### config.mk
export PLATFORM = sky130hd
export DESIGN_NAME = ldst_unit_flat
export DESIGN_NICKNAME = d
export VERILOG_FILES = /design/src/rtl/ldst_pkg.sv /design/src/rtl/ldst_if.sv /design/src/rtl/ldst_timeout_ctr.sv /design/src/rtl/ldst_unit.sv /design/src/flat_wrapper.sv
export SDC_FILE = /design/constraint.sdc
export NUM_CORES = 1
export LEC_CHECK = 0
export CAP_MARGIN = 15
export CORE_MARGIN = 2
export CORE_UTILIZATION = 41
export CTS_BUF_LIST = sky130_fd_sc_hd__clkbuf_4 sky130_fd_sc_hd__clkbuf_8
export DETAILED_ROUTE_END_ITERATION = 6
export PLACE_DENSITY = 0.85
export SLEW_MARGIN = 20
export SYNTH_ARGS = -nofsm -noshare
export SYNTH_HDL_FRONTEND = slang
export SYNTH_HIERARCHICAL = 1
export SYNTH_SLANG_ARGS = --single-unit
### constraint.sdc
create_clock -name clk -period 1.85 [get_ports clk]
set_input_delay 0.4625 -clock clk [delete_from_list [all_inputs] [get_ports clk]]
set_output_delay 0.4625 -clock clk [all_outputs]
set_load 0.05 [all_outputs]
### src/rtl/ldst_pkg.sv
// Shared types for the load/store unit: FSM encoding, post-modify codes, default widths.
package ldst_pkg;

  localparam int ADDR_W_DEF = 16;
  localparam int DATA_W_DEF = 8;

  typedef enum logic [1:0] {
    ST_IDLE   = 2'd0,
    ST_ACCESS = 2'd1,
    ST_WB     = 2'd2
  } ldst_state_e;

  typedef enum logic [1:0] {
    POST_NONE = 2'b00,
    POST_INC  = 2'b01,
    POST_DEC  = 2'b10
  } post_e;

  // A load whose destination lands in the pointer pair overrides the post-modify.
  function automatic logic ptr_hazard(input logic store, input logic [3:0] rd,
                                      input logic [3:0] pair);
    return !store && (rd[3:1] == pair[3:1]);
  endfunction

endpackage

### src/rtl/ldst_if.sv
// Decode request, memory and register-file signals of the load/store unit.
interface ldst_if #(
  parameter int ADDR_W = 16,
  parameter int DATA_W = 8
);
  logic              req_valid;
  logic              req_ready;
  logic              req_store;
  logic [3:0]        req_rd;
  logic [3:0]        req_ptr_sel;
  logic [1:0]        req_post;
  logic [DATA_W-1:0] ptr_lo;
  logic [DATA_W-1:0] ptr_hi;
  logic [DATA_W-1:0] st_data;
  logic              mem_req;
  logic              mem_we;
  logic [ADDR_W-1:0] mem_addr;
  logic [DATA_W-1:0] mem_wdata;
  logic              mem_ack;
  logic [DATA_W-1:0] mem_rdata;
  logic [3:0]        rf_wsel;
  logic [DATA_W-1:0] rf_wdata;
  logic              rf_we;
  logic [3:0]        rf_ptr_sel;
  logic              rf_inc;
  logic              rf_dec;
  logic              done;
  logic              err;

  modport master (
    output req_valid, req_store, req_rd, req_ptr_sel, req_post, ptr_lo, ptr_hi, st_data,
           mem_ack, mem_rdata,
    input  req_ready, mem_req, mem_we, mem_addr, mem_wdata, rf_wsel, rf_wdata, rf_we,
           rf_ptr_sel, rf_inc, rf_dec, done, err
  );

  modport slave (
    input  req_valid, req_store, req_rd, req_ptr_sel, req_post, ptr_lo, ptr_hi, st_data,
           mem_ack, mem_rdata,
    output req_ready, mem_req, mem_we, mem_addr, mem_wdata, rf_wsel, rf_wdata, rf_we,
           rf_ptr_sel, rf_inc, rf_dec, done, err
  );
endinterface

### src/rtl/ldst_timeout_ctr.sv
// Down-counter flagging TIMEOUT_CYC consecutive enabled cycles since the last clear.
module ldst_timeout_ctr #(
  parameter int TIMEOUT_CYC = 255
) (
  input  logic clk,
  input  logic rst_n,
  input  logic clear,
  input  logic enable,
  output logic expired
);
  localparam int CTR_W = $clog2(TIMEOUT_CYC + 1);
  localparam logic [CTR_W-1:0] LOAD = CTR_W'(TIMEOUT_CYC - 1);

  logic [CTR_W-1:0] cnt_q;

  always_ff @(posedge clk or negedge rst_n) begin
    if (!rst_n) begin
      cnt_q <= LOAD;
    end else if (clear) begin
      cnt_q <= LOAD;
    end else if (enable && (cnt_q != '0)) begin
      cnt_q <= cnt_q - 1'b1;
    end
  end

  // Terminal count is reached on the TIMEOUT_CYC-th enabled cycle itself.
  assign expired = enable && (cnt_q == '0);

endmodule

### src/rtl/ldst_unit.sv
// Load/store unit: one req/ack memory access per request, then writeback and pointer post-modify.
// Optional access timeout enabled by defining LDST_TIMEOUT_EN.
//
// state     | meaning
// ST_IDLE   | ready for a request, captures it on valid
// ST_ACCESS | mem_req held until mem_ack (or timeout)
// ST_WB     | one cycle: rf write / inc / dec strobes, done (err on timeout)
module ldst_unit
  import ldst_pkg::*;
#(
  parameter int ADDR_W = ADDR_W_DEF,
  parameter int DATA_W = DATA_W_DEF
`ifdef LDST_TIMEOUT_EN
  , parameter int TIMEOUT_CYC = 255
`endif
) (
  input logic   clk,
  input logic   rst_n,
  ldst_if.slave bus
);
  ldst_state_e       state_q, state_d;
  logic [ADDR_W-1:0] addr_q;
  logic [DATA_W-1:0] wdata_q, rdata_q;
  logic [3:0]        rd_q, pair_q;
  logic [1:0]        post_q;
  logic              store_q;
  logic              accept, ack_acc, tmo_fire, tmo_q, hazard;

  assign accept  = (state_q == ST_IDLE) && bus.req_valid;
  assign ack_acc = (state_q == ST_ACCESS) && bus.mem_ack;
  assign hazard  = ptr_hazard(store_q, rd_q, pair_q);

`ifdef LDST_TIMEOUT_EN
  logic expired;

  ldst_timeout_ctr #(.TIMEOUT_CYC(TIMEOUT_CYC)) u_timeout_ctr (
    .clk     (clk),
    .rst_n   (rst_n),
    .clear   (accept),
    .enable  (state_q == ST_ACCESS),
    .expired (expired)
  );

  // An ack arriving on the expiry cycle still completes the access normally.
  assign tmo_fire = expired && !bus.mem_ack;

  always_ff @(posedge clk or negedge rst_n) begin
    if (!rst_n) begin
      tmo_q <= 1'b0;
    end else if (accept) begin
      tmo_q <= 1'b0;
    end else if (tmo_fire) begin
      tmo_q <= 1'b1;
    end
  end
`else
  assign tmo_fire = 1'b0;
  assign tmo_q    = 1'b0;
`endif

  always_ff @(posedge clk or negedge rst_n) begin
    if (!rst_n) begin
      state_q <= ST_IDLE;
      addr_q  <= '0;
      wdata_q <= '0;
      rdata_q <= '0;
      rd_q    <= '0;
      pair_q  <= '0;
      post_q  <= POST_NONE;
      store_q <= 1'b0;
    end else begin
      state_q <= state_d;
      if (accept) begin
        addr_q  <= {bus.ptr_hi, bus.ptr_lo};
        wdata_q <= bus.st_data;
        rd_q    <= bus.req_rd;
        pair_q  <= bus.req_ptr_sel & 4'hE;
        post_q  <= bus.req_post;
        store_q <= bus.req_store;
      end
      if (ack_acc) begin
        rdata_q <= bus.mem_rdata;
      end
    end
  end

  always_comb begin
    state_d        = state_q;
    bus.req_ready  = 1'b0;
    bus.mem_req    = 1'b0;
    bus.mem_we     = 1'b0;
    bus.rf_we      = 1'b0;
    bus.rf_wsel    = '0;
    bus.rf_wdata   = '0;
    bus.rf_ptr_sel = '0;
    bus.rf_inc     = 1'b0;
    bus.rf_dec     = 1'b0;
    bus.done       = 1'b0;
    bus.err        = 1'b0;
    case (state_q)
      ST_IDLE: begin
        bus.req_ready = 1'b1;
        if (bus.req_valid) state_d = ST_ACCESS;
      end
      ST_ACCESS: begin
        bus.mem_req = 1'b1;
        bus.mem_we  = store_q;
        if (bus.mem_ack || tmo_fire) state_d = ST_WB;
      end
      ST_WB: begin
        bus.done = 1'b1;
        state_d  = ST_IDLE;
        if (tmo_q) begin
          bus.err = 1'b1;
        end else begin
          bus.rf_we      = !store_q;
          bus.rf_wsel    = rd_q;
          bus.rf_wdata   = rdata_q;
          bus.rf_ptr_sel = pair_q;
          bus.rf_inc     = (post_q == POST_INC) && !hazard;
          bus.rf_dec     = (post_q == POST_DEC) && !hazard;
        end
      end
      default: state_d = ST_IDLE;
    endcase
  end

  assign bus.mem_addr  = addr_q;
  assign bus.mem_wdata = wdata_q;

endmodule

### src/flat_wrapper.sv
// flat-port wrapper written by rule: the top's interface ports become plain ports
module ldst_unit_flat import ldst_pkg::*;
#(
  parameter int ADDR_W = ADDR_W_DEF,
  parameter int DATA_W = DATA_W_DEF

)
  (clk, rst_n, bus_req_valid, bus_req_store, bus_req_rd, bus_req_ptr_sel, bus_req_post, bus_ptr_lo, bus_ptr_hi, bus_st_data, bus_mem_ack, bus_mem_rdata, bus_req_ready, bus_mem_req, bus_mem_we, bus_mem_addr, bus_mem_wdata, bus_rf_wsel, bus_rf_wdata, bus_rf_we, bus_rf_ptr_sel, bus_rf_inc, bus_rf_dec, bus_done, bus_err);
  ldst_if #(.ADDR_W(ADDR_W), .DATA_W(DATA_W)) bus_i ();
  input logic clk;
  input logic rst_n;
  input wire logic [$bits(bus_i.req_valid)-1:0] bus_req_valid;
  input wire logic [$bits(bus_i.req_store)-1:0] bus_req_store;
  input wire logic [$bits(bus_i.req_rd)-1:0] bus_req_rd;
  input wire logic [$bits(bus_i.req_ptr_sel)-1:0] bus_req_ptr_sel;
  input wire logic [$bits(bus_i.req_post)-1:0] bus_req_post;
  input wire logic [$bits(bus_i.ptr_lo)-1:0] bus_ptr_lo;
  input wire logic [$bits(bus_i.ptr_hi)-1:0] bus_ptr_hi;
  input wire logic [$bits(bus_i.st_data)-1:0] bus_st_data;
  input wire logic [$bits(bus_i.mem_ack)-1:0] bus_mem_ack;
  input wire logic [$bits(bus_i.mem_rdata)-1:0] bus_mem_rdata;
  output wire logic [$bits(bus_i.req_ready)-1:0] bus_req_ready;
  output wire logic [$bits(bus_i.mem_req)-1:0] bus_mem_req;
  output wire logic [$bits(bus_i.mem_we)-1:0] bus_mem_we;
  output wire logic [$bits(bus_i.mem_addr)-1:0] bus_mem_addr;
  output wire logic [$bits(bus_i.mem_wdata)-1:0] bus_mem_wdata;
  output wire logic [$bits(bus_i.rf_wsel)-1:0] bus_rf_wsel;
  output wire logic [$bits(bus_i.rf_wdata)-1:0] bus_rf_wdata;
  output wire logic [$bits(bus_i.rf_we)-1:0] bus_rf_we;
  output wire logic [$bits(bus_i.rf_ptr_sel)-1:0] bus_rf_ptr_sel;
  output wire logic [$bits(bus_i.rf_inc)-1:0] bus_rf_inc;
  output wire logic [$bits(bus_i.rf_dec)-1:0] bus_rf_dec;
  output wire logic [$bits(bus_i.done)-1:0] bus_done;
  output wire logic [$bits(bus_i.err)-1:0] bus_err;
  assign bus_i.req_valid = bus_req_valid;
  assign bus_i.req_store = bus_req_store;
  assign bus_i.req_rd = bus_req_rd;
  assign bus_i.req_ptr_sel = bus_req_ptr_sel;
  assign bus_i.req_post = bus_req_post;
  assign bus_i.ptr_lo = bus_ptr_lo;
  assign bus_i.ptr_hi = bus_ptr_hi;
  assign bus_i.st_data = bus_st_data;
  assign bus_i.mem_ack = bus_mem_ack;
  assign bus_i.mem_rdata = bus_mem_rdata;
  assign bus_req_ready = bus_i.req_ready;
  assign bus_mem_req = bus_i.mem_req;
  assign bus_mem_we = bus_i.mem_we;
  assign bus_mem_addr = bus_i.mem_addr;
  assign bus_mem_wdata = bus_i.mem_wdata;
  assign bus_rf_wsel = bus_i.rf_wsel;
  assign bus_rf_wdata = bus_i.rf_wdata;
  assign bus_rf_we = bus_i.rf_we;
  assign bus_rf_ptr_sel = bus_i.rf_ptr_sel;
  assign bus_rf_inc = bus_i.rf_inc;
  assign bus_rf_dec = bus_i.rf_dec;
  assign bus_done = bus_i.done;
  assign bus_err = bus_i.err;
  ldst_unit #(.ADDR_W(ADDR_W), .DATA_W(DATA_W)) u_core (.clk(clk), .rst_n(rst_n), .bus(bus_i));
endmodule
==> flow_summary.yaml <==
sta:
  period_needed_ps: 1880
  fin_crit_sh_pct: 101
  drv_slew: 0
  hold_viol: 0
  rsz0062_at_grt: "true"
  fmax_ghz: 0.533
  setup_slack_ps: -25.2
  skew_ps: 6.12
  setup_violations: 5
  whs_ps: 31.3
floorplanning:
  die_w_um: 71.5
  initial_core_util_pct: 42.8
  die_h_um: 71.5
  ios: 95
  die-area_um2: 5110
  rows: 24
  core-area_um2: 4350
job:
  max_cap_violations: 0
cts:
  clk_pin_slew_ps: 80
  clk_latency_ps: 290
  root_buffer: "clkbuf_8"
  htree_num_levels: 2
  cts_tree: "built"
  cts_hold_buf: 0
  cts_buffers: 5
  cts_sinks: 44
  clockBufferDepth: 2
grt:
  globalRouteOverflowTotal: 0
  grt_pass1_wl_mm: 7.49
  antenna_found_initial: 0
  grt_max_degree: 36
  track_usage_pct: 19.2
  grt_pass1_vias: 1518
layout:
  multi_input_area_um2: 803
  seqCellArea_um2: 1100
  antenna_cells: 0
  n_fill_cell: 290
  nets: 279
  drive_gt1_share_pct: 56.5
  area_growth_pct: 75.1
critical_path:
  worstSetupPathType: "reg -> out"
  critPathMaxFanout: 5
  arrival_ps: 1410
  required_ps: 1390
  endpoint_kind: "output port"
  crit_buf_inv: 2
  start_kind: "flip-flop"
  cpPeakStageDelay_ps: 400
  crit_family: "flip-flops"
  slowest_stage: "dfrtp_1"
  path_cells: "buf_6 > nand4bb_4 > a41oi_2 > buf_12"
logic_synthesis:
  synth-seq-area-share_pct: 59.0
  ys_warn_count: 6
  synth_edf_count: 0
  syn_inst: 126
  syn_avg_cell_area_um2: 14.8
  yosys_register_bits: 44
  synth_common_cells: "dfrtp_1 (44), mux2_2 (40), and2_1 (17)"
  synthTopCellsByArea: "dfrtp_1 (59%), mux2_2 (24%), and2_1 (5.7%)"
  yosysMostFrequentCell: "dfrtp_1"
  synth.largest_area_cell: "dfrtp_1"
  syn_area_um2: 1870
  async_reset_ff_share_pct: 100
  ys.flop_type: "dfrtp_1"
  synth.top_cell.area_share_pct: 59.0
  ys_types: 18
min_path:
  hp-class: "in -> async"
power:
  powerDensity_nw_per_um2: 1560
  fin_total_pwr_mw: 5.11
  vdd_drop_max_mv: 0.900
  power.leakage_nw: 1.42
outcome:
  violations: "negative setup slack"
  status: "finished with violations"
place:
  dp_hpwl_mm: 3.46
  io_buffers: 91
  place_congestion: 0.727
route:
  vias_per_cell: 4.93
  wl_mm: 4.71
  dr.pass1.iters: 3
  detail-route-antenna-nets: 0
  drc: 0
  wl_per_cell_um: 16.6
  via_count: 1400
  drt_iter0_markers: 20
kinds of logic after synthesis:
group / share of synthesized area, %
flip-flops: 59.0
multiplexers: 25.4
AND/OR/NAND/NOR: 9.26
buffers and inverters: 3.42
AO/OA/AOI/OAI: 1.34
XOR/XNOR: 1.41
other: 0.201
layer usage:
layer,wire [um],track usage (%),vias up
li1,-,-,636
met1,1850,23.5,695
met2,2480,33.6,63
met3,303,4.50,6
met4,70,5.87,0
met5,0,0,-
report_power, final:
part | switching [mW] | internal [mW]
sequential | 0.268 | 1.38
combinational | 1.63 | 1.25
clock | 0.315 | 0.256
metrics by stage:
| step | util (%) | setup TNS (ps) | area (um2) | cells | setup WS (ps) |
|---|---|---|---|---|---|
| 2_1_floorplan | - | 0 | 1910 | 127 | 75.9 |
| 3_3_place_gp | 70.4 | -214 | 3070 | 272 | -20.0 |
| 3_5_place_dp | 70.4 | -1840 | 3070 | 272 | -72.6 |
| 4_1_cts | 74.1 | -116 | 3230 | 282 | -64.8 |
| 5_1_grt | 75.0 | -839 | 3270 | 284 | -73.4 |
| 6_report | 75.0 | -45.7 | 3270 | 284 | -25.2 |
cells in the final DEF, fill, tap and decap left out, types with 3 or more instances in the layout:
cell type        instances
clkdlybuf4s50_1         44
buf_12                  24
clkbuf_8                 5
inv_1                    3
dfrtp_1                 44
mux2_2                  40
and2_4                  17
buf_4                   31
xnor2_1                  3
buf_6                    4
what timing repair did:
item	in CTS	in global routing
endpoints found under the setup margin	18	19
setup buffers	2	1
pin swaps	2	4
resized for setup	22	4
cloned	1	1
registers in the layout, indices dropped and copies added (netlist names):
signal                count
u_core/bus.mem_addr      16
u_core/bus.mem_wdata      8
u_core/pair_q             3
u_core/post_q             2
u_core/rd_q               4
u_core/rdata_q            8
u_core/state_q            2
u_core/store_q            1
worst register-to-register path, stage by stage, from the launching register on:
cell and delay, ps:
dfrtp_1 400, buf_6 140, buf_4 140, nor3b_4 300
buf_4 240, mux2_2 350
final timing paths:
| check | from | end | slack, ps | cells after the start |
|---|---|---|---|---|
| worst max-delay path | u_core/state_q[0] | bus_rf_dec | -30 | 4 |
| min in group clk | u_core/rdata_q[0] | u_core/rdata_q[0] | 510 | 1 |
| max in group asynchronous | rst_n | u_core/rdata_q[0] | 1350 | 2 |
| worst max register to register | u_core/state_q[0] | u_core/rd_q[2] | 180 | 5 |
| worst min register to register | u_core/rdata_q[0] | u_core/rdata_q[0] | 510 | 1 |
| worst min-delay path | rst_n | u_core/bus.mem_addr[10] | 30 | 1 |
final cells by class:
| class | count | share of cell area [%] |
|---|---|---|
| timing repair buffer | 104 | 36.9 |
| sequential | 44 | 33.7 |
| multi-input combinational | 74 | 24.6 |
| clock buffer | 5 | 2.11 |
| tap | 52 | 1.99 |
| clock inverter | 2 | 0.383 |
| inverter | 3 | 0.345 |
Power figures use the tool's default switching activity.
